**src/rtl/audio_xfade_mux.sv**
```systemverilog
// audio_xfade_mux: selects one of N_SRC multichannel streams and crossfades
// linearly over 2^RAMP_LOG2 output samples whenever the selection changes.
module audio_xfade_mux #(
    parameter int N_SRC     = 6,
    parameter int CH        = 2,
    parameter int W         = 16,
    parameter int SEL_W     = 3,
    parameter int RAMP_LOG2 = 8
) (
    input  logic                  clk,
    input  logic                  rst,
    input  logic [SEL_W-1:0]      sel,
    input  logic [N_SRC*CH*W-1:0] sample_in,
    input  logic [N_SRC-1:0]      valid_in,
    output logic [CH*W-1:0]       sample_out,
    output logic                  valid_out,
    output logic                  busy,
    output logic [SEL_W-1:0]      active_src
);
    localparam int GW = RAMP_LOG2 + 1;
    localparam int PW = W + GW;
    localparam logic [GW-1:0] FULL = GW'(1) << RAMP_LOG2;

    typedef enum logic {IDLE, FADE} state_t;

    state_t                          state;
    logic [SEL_W-1:0]                a, p, pend_idx;
    logic                            pend_v;
    logic [GW-1:0]                   g, g_new, g_old;
    logic [N_SRC-1:0][CH*W-1:0]      src, hold;
    logic signed [PW-1:0]            p_old [CH];
    logic signed [PW-1:0]            p_new [CH];
    logic                            v1, a_valid, sel_ok;
    logic [CH*W-1:0]                 mix;

    assign src        = sample_in;
    assign busy       = state == FADE;
    assign active_src = a;

    // Pass-through runs through the same pipe with full gain on the new source.
    always_comb begin
        a_valid = valid_in[a];
        sel_ok  = int'(sel) < N_SRC;
        g_new   = state == FADE ? g : FULL;
        g_old   = FULL - g_new;
        mix     = '0;
        for (int c = 0; c < CH; c++) mix[c*W +: W] = W'((p_old[c] + p_new[c]) >>> RAMP_LOG2);
    end

    always_ff @(posedge clk) begin
        if (rst) begin
            state      <= IDLE;
            a          <= '0;
            p          <= '0;
            g          <= '0;
            pend_v     <= 1'b0;
            pend_idx   <= '0;
            hold       <= '0;
            v1         <= 1'b0;
            valid_out  <= 1'b0;
            sample_out <= '0;
            for (int c = 0; c < CH; c++) begin
                p_old[c] <= '0;
                p_new[c] <= '0;
            end
        end else begin
            for (int s = 0; s < N_SRC; s++) if (valid_in[s]) hold[s] <= src[s];
            for (int c = 0; c < CH; c++) begin
                p_old[c] <= PW'($signed(hold[p][c*W +: W])) * PW'($signed({1'b0, g_old}));
                p_new[c] <= PW'($signed(src[a][c*W +: W])) * PW'($signed({1'b0, g_new}));
            end
            v1        <= a_valid;
            valid_out <= v1;
            if (v1) sample_out <= mix;
            if (state == IDLE) begin
                if (pend_v) begin
                    p      <= a;
                    a      <= pend_idx;
                    g      <= GW'(1);
                    pend_v <= 1'b0;
                    state  <= FADE;
                end else if (sel_ok && sel != a) begin
                    p     <= a;
                    a     <= sel;
                    g     <= GW'(1);
                    state <= FADE;
                end
            end else begin
                // Latest valid request wins; re-selecting the target cancels it.
                if (sel_ok) begin
                    pend_v   <= sel != a;
                    pend_idx <= sel;
                end
                if (a_valid) begin
                    g <= g + 1'b1;
                    if (g == FULL) state <= IDLE;
                end
            end
        end
    end
endmodule

```
**config.mk**
```make
export PLATFORM = sky130hd
export DESIGN_NAME = audio_xfade_mux
export DESIGN_NICKNAME = d
export VERILOG_FILES = /design/src/rtl/audio_xfade_mux.sv
export SDC_FILE = /design/constraint.sdc
export NUM_CORES = 2
export LEC_CHECK = 0
export CORE_MARGIN = 5
export CORE_UTILIZATION = 57
export CTS_CLUSTER_SIZE = 8
export DETAILED_ROUTE_END_ITERATION = 8
export PLACE_DENSITY = 0.88
export SLEW_MARGIN = 20
export SYNTH_ARGS = -nofsm -noshare
export SYNTH_HDL_FRONTEND = slang
export SYNTH_SLANG_ARGS = --single-unit
export TNS_END_PERCENT = 1
```
**constraint.sdc**
```tcl
create_clock -name clk -period 12.84 [get_ports clk]
set_input_delay 2.568 -clock clk [delete_from_list [all_inputs] [get_ports clk]]
set_output_delay 2.568 -clock clk [all_outputs]
set_load 0.02 [all_outputs]
```
Yosys cells after proc, flatten, opt, wreduce, memory -nomap -nowiden --
Memory sizes are Yosys's and may differ from the RTL's. Index checks and enable logic that the tools add are counted.
Storage, ports and cells: bits in writable memories 100, register bits after elaboration 246, output and inout port bits 37, bits of input ports 203, memories 2, logic and storage cells 70
Memories:
- p_new | depth 2, bits a word 25, read ports 2, clocked after memory_dff 0, wr ports 2, RTL line 32 | logic signed [PW-1:0] p_new [CH];
- p_old | depth 2, bits a word 25, read ports 2, clocked after memory_dff 0, wr ports 2, RTL line 31 | logic signed [PW-1:0] p_old [CH];
Cells by class: muxes and demuxes 27, equal/unequal tests 3, $mul 4, bitwise gates (word level) 5, reductions and logical operators 7, add/subtract/negate cells 4, magnitude comparators 3
Operator list (count):
- binary-select mux 32 bit (select 3 bit) | 2
- multiplier 16 x 10 -> 25 bit | 4
- 2-to-1 mux 25 bit | 4
- 2-to-1 mux 32 bit | 2
- adder 24 bit | 2
- 2-to-1 mux 9 bit | 5
- 2-to-1 mux 3 bit | 4
- adder 9 x 1 -> 9 bit (second input constant) | 1
- equality test 9 bit (second input constant) | 1
- 2-to-1 mux 1 bit | 9
- subtractor 9 bit (first input constant) | 1
- < comparator 3 x 4 -> 1 bit (second input constant) | 2
- AND reduction 2 bit | 3
- bitwise OR 1 bit | 4
- binary-select mux 1 bit (select 3 bit) | 1
- < comparator 3 bit (second input constant) | 1
- != test 3 bit | 1
- nonzero test 3 bit | 1
- != test 2 x 1 -> 1 bit (second input constant) | 1
- nonzero test 2 bit | 1
- OR reduction 2 bit | 1
- logical AND 1 bit | 1
- inverter 1 bit | 1

Longest topological paths before layout --
word-level depth 5, mapped depth 29, gate-level depth less buffers 26

Worst setup path after synthesis --
OpenSTA, ideal clock, no wires.
path type input -> register, start in sample_in[118], end mem p_new[0][47] (netlist name), cell stages on the path 20, data required time 12712 ps, slack 4871 ps, arrival 7842 ps, setup time 128 ps, path buffers 0, path through mux4_2 a21oi_1 nor2_1 fa_1 fa_1 fa_1 fa_1 inv_1 fa_1 inv_1 ha_1 a21o_1 a21o_1 a22o_1 o31a_1 o2111a_1 o221ai_2 a31o_1 xor2_1 nor2_1
RTL lines:
- start: declaration | RTL line 13 | input logic [N_SRC*CH*W-1:0] sample_in,
- end: declaration | RTL line 32

==> metrics.md <==
| Metric | Value |
|---|---|
| Status | `complete, no violations` |
| Via/cell ratio | `5.95` |
| Die height | `258 µm` |
| Vias in the first global route | `30600` |
| H-tree depth | `2` |
| Post-CTS Setup Inserts | `0` |
| Fin Setup TNS | `0 ns` |
| Sw frac | `0.394` |
| Core ar. | `0.0614 mm²` |
| Routed length per instance | `22.3 µm` |
| Synth cell types | `77` |
| CP Class | `input port to flip-flop` |
| Power Total | `4.33 mW` |
| Cts repair resizes | `0` |
| Initial Utilization | `0.573` |
| Root Buffer | `clkbuf_16` |
| Post-synth EDFFs | `0` |
| Area share of the largest cell type after synthesis | `0.262` |
| Via count | `28700` |
| Clock sink total | `342` |
| Fraction of synthesized cell area in xor and xnor cells | `0.0359` |
| Fill cells | `4550` |
| Final setup fails | `0` |
| Area of the die | `0.0667 mm²` |
| DRC errors left | `0` |
| RSZ-0062 raised after global routing | `false` |
| Layout cells sized above 1 | `0.0540` |
| Routed WL | `108000 µm` |
| CP max FO | `9` |
| Post-synthesis mux area share | `0.121` |
| Part of the Yosys area used for sequential elements | `0.195` |
| Combinational Power Share | `0.424` |
| Synth Cell Area | `0.0351 mm²` |
| CTS tree | `yes` |
| Switching pwr | `1.71 mW` |
| Sequential power share | `0.291` |
| Initial antenna violation count | `2` |
| First-pass GRT wire length | `168000 µm` |
| Synth Area in Compound Gates | `0.0739` |
| Placed Cells | `4763` |
| Rows | `91` |
| Synth Flop Type | `dfxtp_1` |
| Element type at the critical path end | `flip-flop` |
| Pre-antenna DRT Iters | `8` |
| Yosys reg bits | `342` |
| P per Cell Area | `109 mW/mm²` |
| Area Growth Syn to Fin | `13.0%` |
| Syn Nets | `4770` |
| 1st-iter DRT viols | `2580` |
| Setup Skew | `0.0421 ns` |
| Worst Tran Pin Value | `1.18 ns` |
| Arr. time, crit path | `9.00 ns` |
| Most frequent cells in the layout | `667 x nor2_1, 559 x inv_1, 460 x fa_1` |
| P_int | `2.62 mW` |
| NumNets Final | `4943` |
| Port-buffer cells | `239` |
| Clk slew on worst S/H paths | `0.05 ns` |
| Inserted Clock Buffers | `50` |
| Clk Latency, worst-skew pair | `0.63 ns` |
| Max Fclk | `117 MHz` |
| Period Utilization, post-route | `0.664` |
| Yosys top cell by area | `fa_1` |
| Gate Count Post-Synth | `3852` |
| Final Instance Count excl. Fillers | `4826` |
| Adder-cell share of the synthesized area | `0.353` |
| CP peak stage delay | `0.85 ns` |
| GRT Resource Usage Total | `0.321` |
| Crit-path slowest cell | `a21oi_1` |
| Commonest non-fill, non-tap cell in the layout | `nor2_1` |
| Syn. warnings | `0` |
| Cell mode on critical path | `fa_1` |
| Post-Synth Simple-Gate Area | `0.142` |
| Pleak | `19.5 nW` |
| Clock power share | `0.285` |
| GR Overflow Total | `0` |
| Worst min-delay path category | `flip-flop to flip-flop` |
| Largest net degree at the start of global routing | `123` |
| Largest family of logic cells by synthesized area | `adder cells` |
| Gpl congestion | `1.03` |
| Final antenna-violating net count | `0` |
| Die Span X | `258 µm` |
| Max Buffers Root-to-Sink | `3` |
| Detailed placement HPWL | `83000 µm` |
| Syn_area_per_cell | `9.12 µm²` |
| Slew headroom | `0.207` |
| Fin. max-slew vios | `0` |
| CP required | `13.32 ns` |
| Worst slack, placed | `3.86 ns` |
| Post-CTS Hold Buffers | `0` |
| Worst setup margin | `4.31 ns` |
| Cells along the critical path | `clkdlybuf4s50_1 > mux4_2 > a21oi_1 > nor2_1 > fa_1 > fa_1 > inv_1 > fa_1 > inv_1 > fa_1 > inv_1 > fa_1 > inv_1 > ha_1 > a21o_1 > a21oi_1 > nand3b_1 > o211ai_1 > a21o_1 > a2111oi_2 > nor3_1 > xnor2_1 > nor2_1` |
| Register area | `0.00686 mm²` |
| Maxcap violations | `0` |
| I/O pin cnt | `240` |
| Maximum VDD drop | `110 µV` |
| Crit path time final | `8.53 ns` |
| Post-synth ARST share | `0` |
| Area occupied by multi-input gates | `0.0256 mm²` |
| Final Hold Vio Count | `0` |
| Worst Setup Start Kind | `input port` |
| Top cells by area, synth | `fa_1 26%, dfxtp_1 19%, ha_1 9.1%` |
## power by group through the flow
stage,registers [mW],clock network (mW),logic (mW)
global route,1.27,1.29,1.99
CTS,1.26,1.24,1.80
global placement,1.27,0,1.71
floorplan,1.25,0,1.19
detailed placement,1.28,0,1.77
finish,1.26,1.23,1.83
## critical path: cells and delay by family
family          cells  cell delay, ns
compound gates      6            1.91
buf+inv             5            0.70
xor+xnor            1            0.16
mux                 1            0.53
fa+ha+maj           6            2.67
simple gates        4            0.47
## synth_stat cells (all sizes together), types with 4 or more instances
cell type	count
a2111oi	4
a211o	4
a211oi	26
a21o	70
a21oi	123
a221oi	4
a22o	7
a31oi	9
and2	22
and3	8
buf	51
clkbuf	117
dfxtp	342
fa	460
ha	255
inv	560
mux2i	279
mux4	65
nand2	305
nand2b	49
nand3	9
nand4	12
nor2	667
nor2b	57
nor3	36
o211ai	10
o21a	20
o21ai	65
o21bai	8
o31a	7
o41ai	5
or2	5
or3	9
xnor2	97
xor2	47
## per-stage QoR
step | hold slack (ns) | instance area (µm²) | utilization
after floorplan | 0.436 | 35100 | -
after global routing | 0.494 | 39700 | 0.647
after CTS | 0.470 | 39700 | 0.647
after detailed placement | 0.457 | 38300 | 0.624
final | 0.469 | 39700 | 0.647
after global placement | 0.437 | 38300 | 0.624
## metal layers
layer	track usage	vias to the layer above	wire length (µm)
met4	0.215	0	9150
met5	0	-	0
met3	0.0896	467	12500
met1	0.379	13900	37800
met2	0.514	1665	48300
li1	-	12600	-
## state kept, by name, indices dropped and copies added (netlist names)
signal	flops
p	3
pend_v	1
p_new	48
sample_out	32
active_src	3
v1	1
pend_idx	3
hold	192
valid_out	1
g	9
p_old	48
busy	1
## final cells by class
class	count	share of cell area
Inverter	562	0.0531
Multi-Input combinational cell	2780	0.644
Clock buffer	57	0.0329
Timing Repair Buffer	289	0.0691
Sequential cell	342	0.173
Clock inverter	5	0.00274
Antenna cell	1	0.0000630
Tap cell	790	0.0249
## path summary, 6_finish.rpt
kind / startpoint / end / slack [ns] / depth (start not counted)
max: sample_in[34] / p_new[0][17] / 4.31 / 23
min reg2reg: sample_out[13] / sample_out[13] / 0.47 / 2
max reg2reg: p[0] / p_old[0][23] / 4.97 / 22
min: sample_out[13] / sample_out[13] / 0.47 / 2
## cell families (layout without fill, tap and decap cells)
family / after synthesis / after routing
buffers and inverters: 730 / 913
adder cells (fa/ha/maj): 715 / 715
AND/OR/NAND/NOR: 1192 / 1192
other: 0 / 1
multiplexers: 344 / 344
XOR/XNOR: 144 / 144
flip-flops: 342 / 342
AO/OA/AOI/OAI: 385 / 385
No activity file was read; power rests on OpenSTA's default activity.
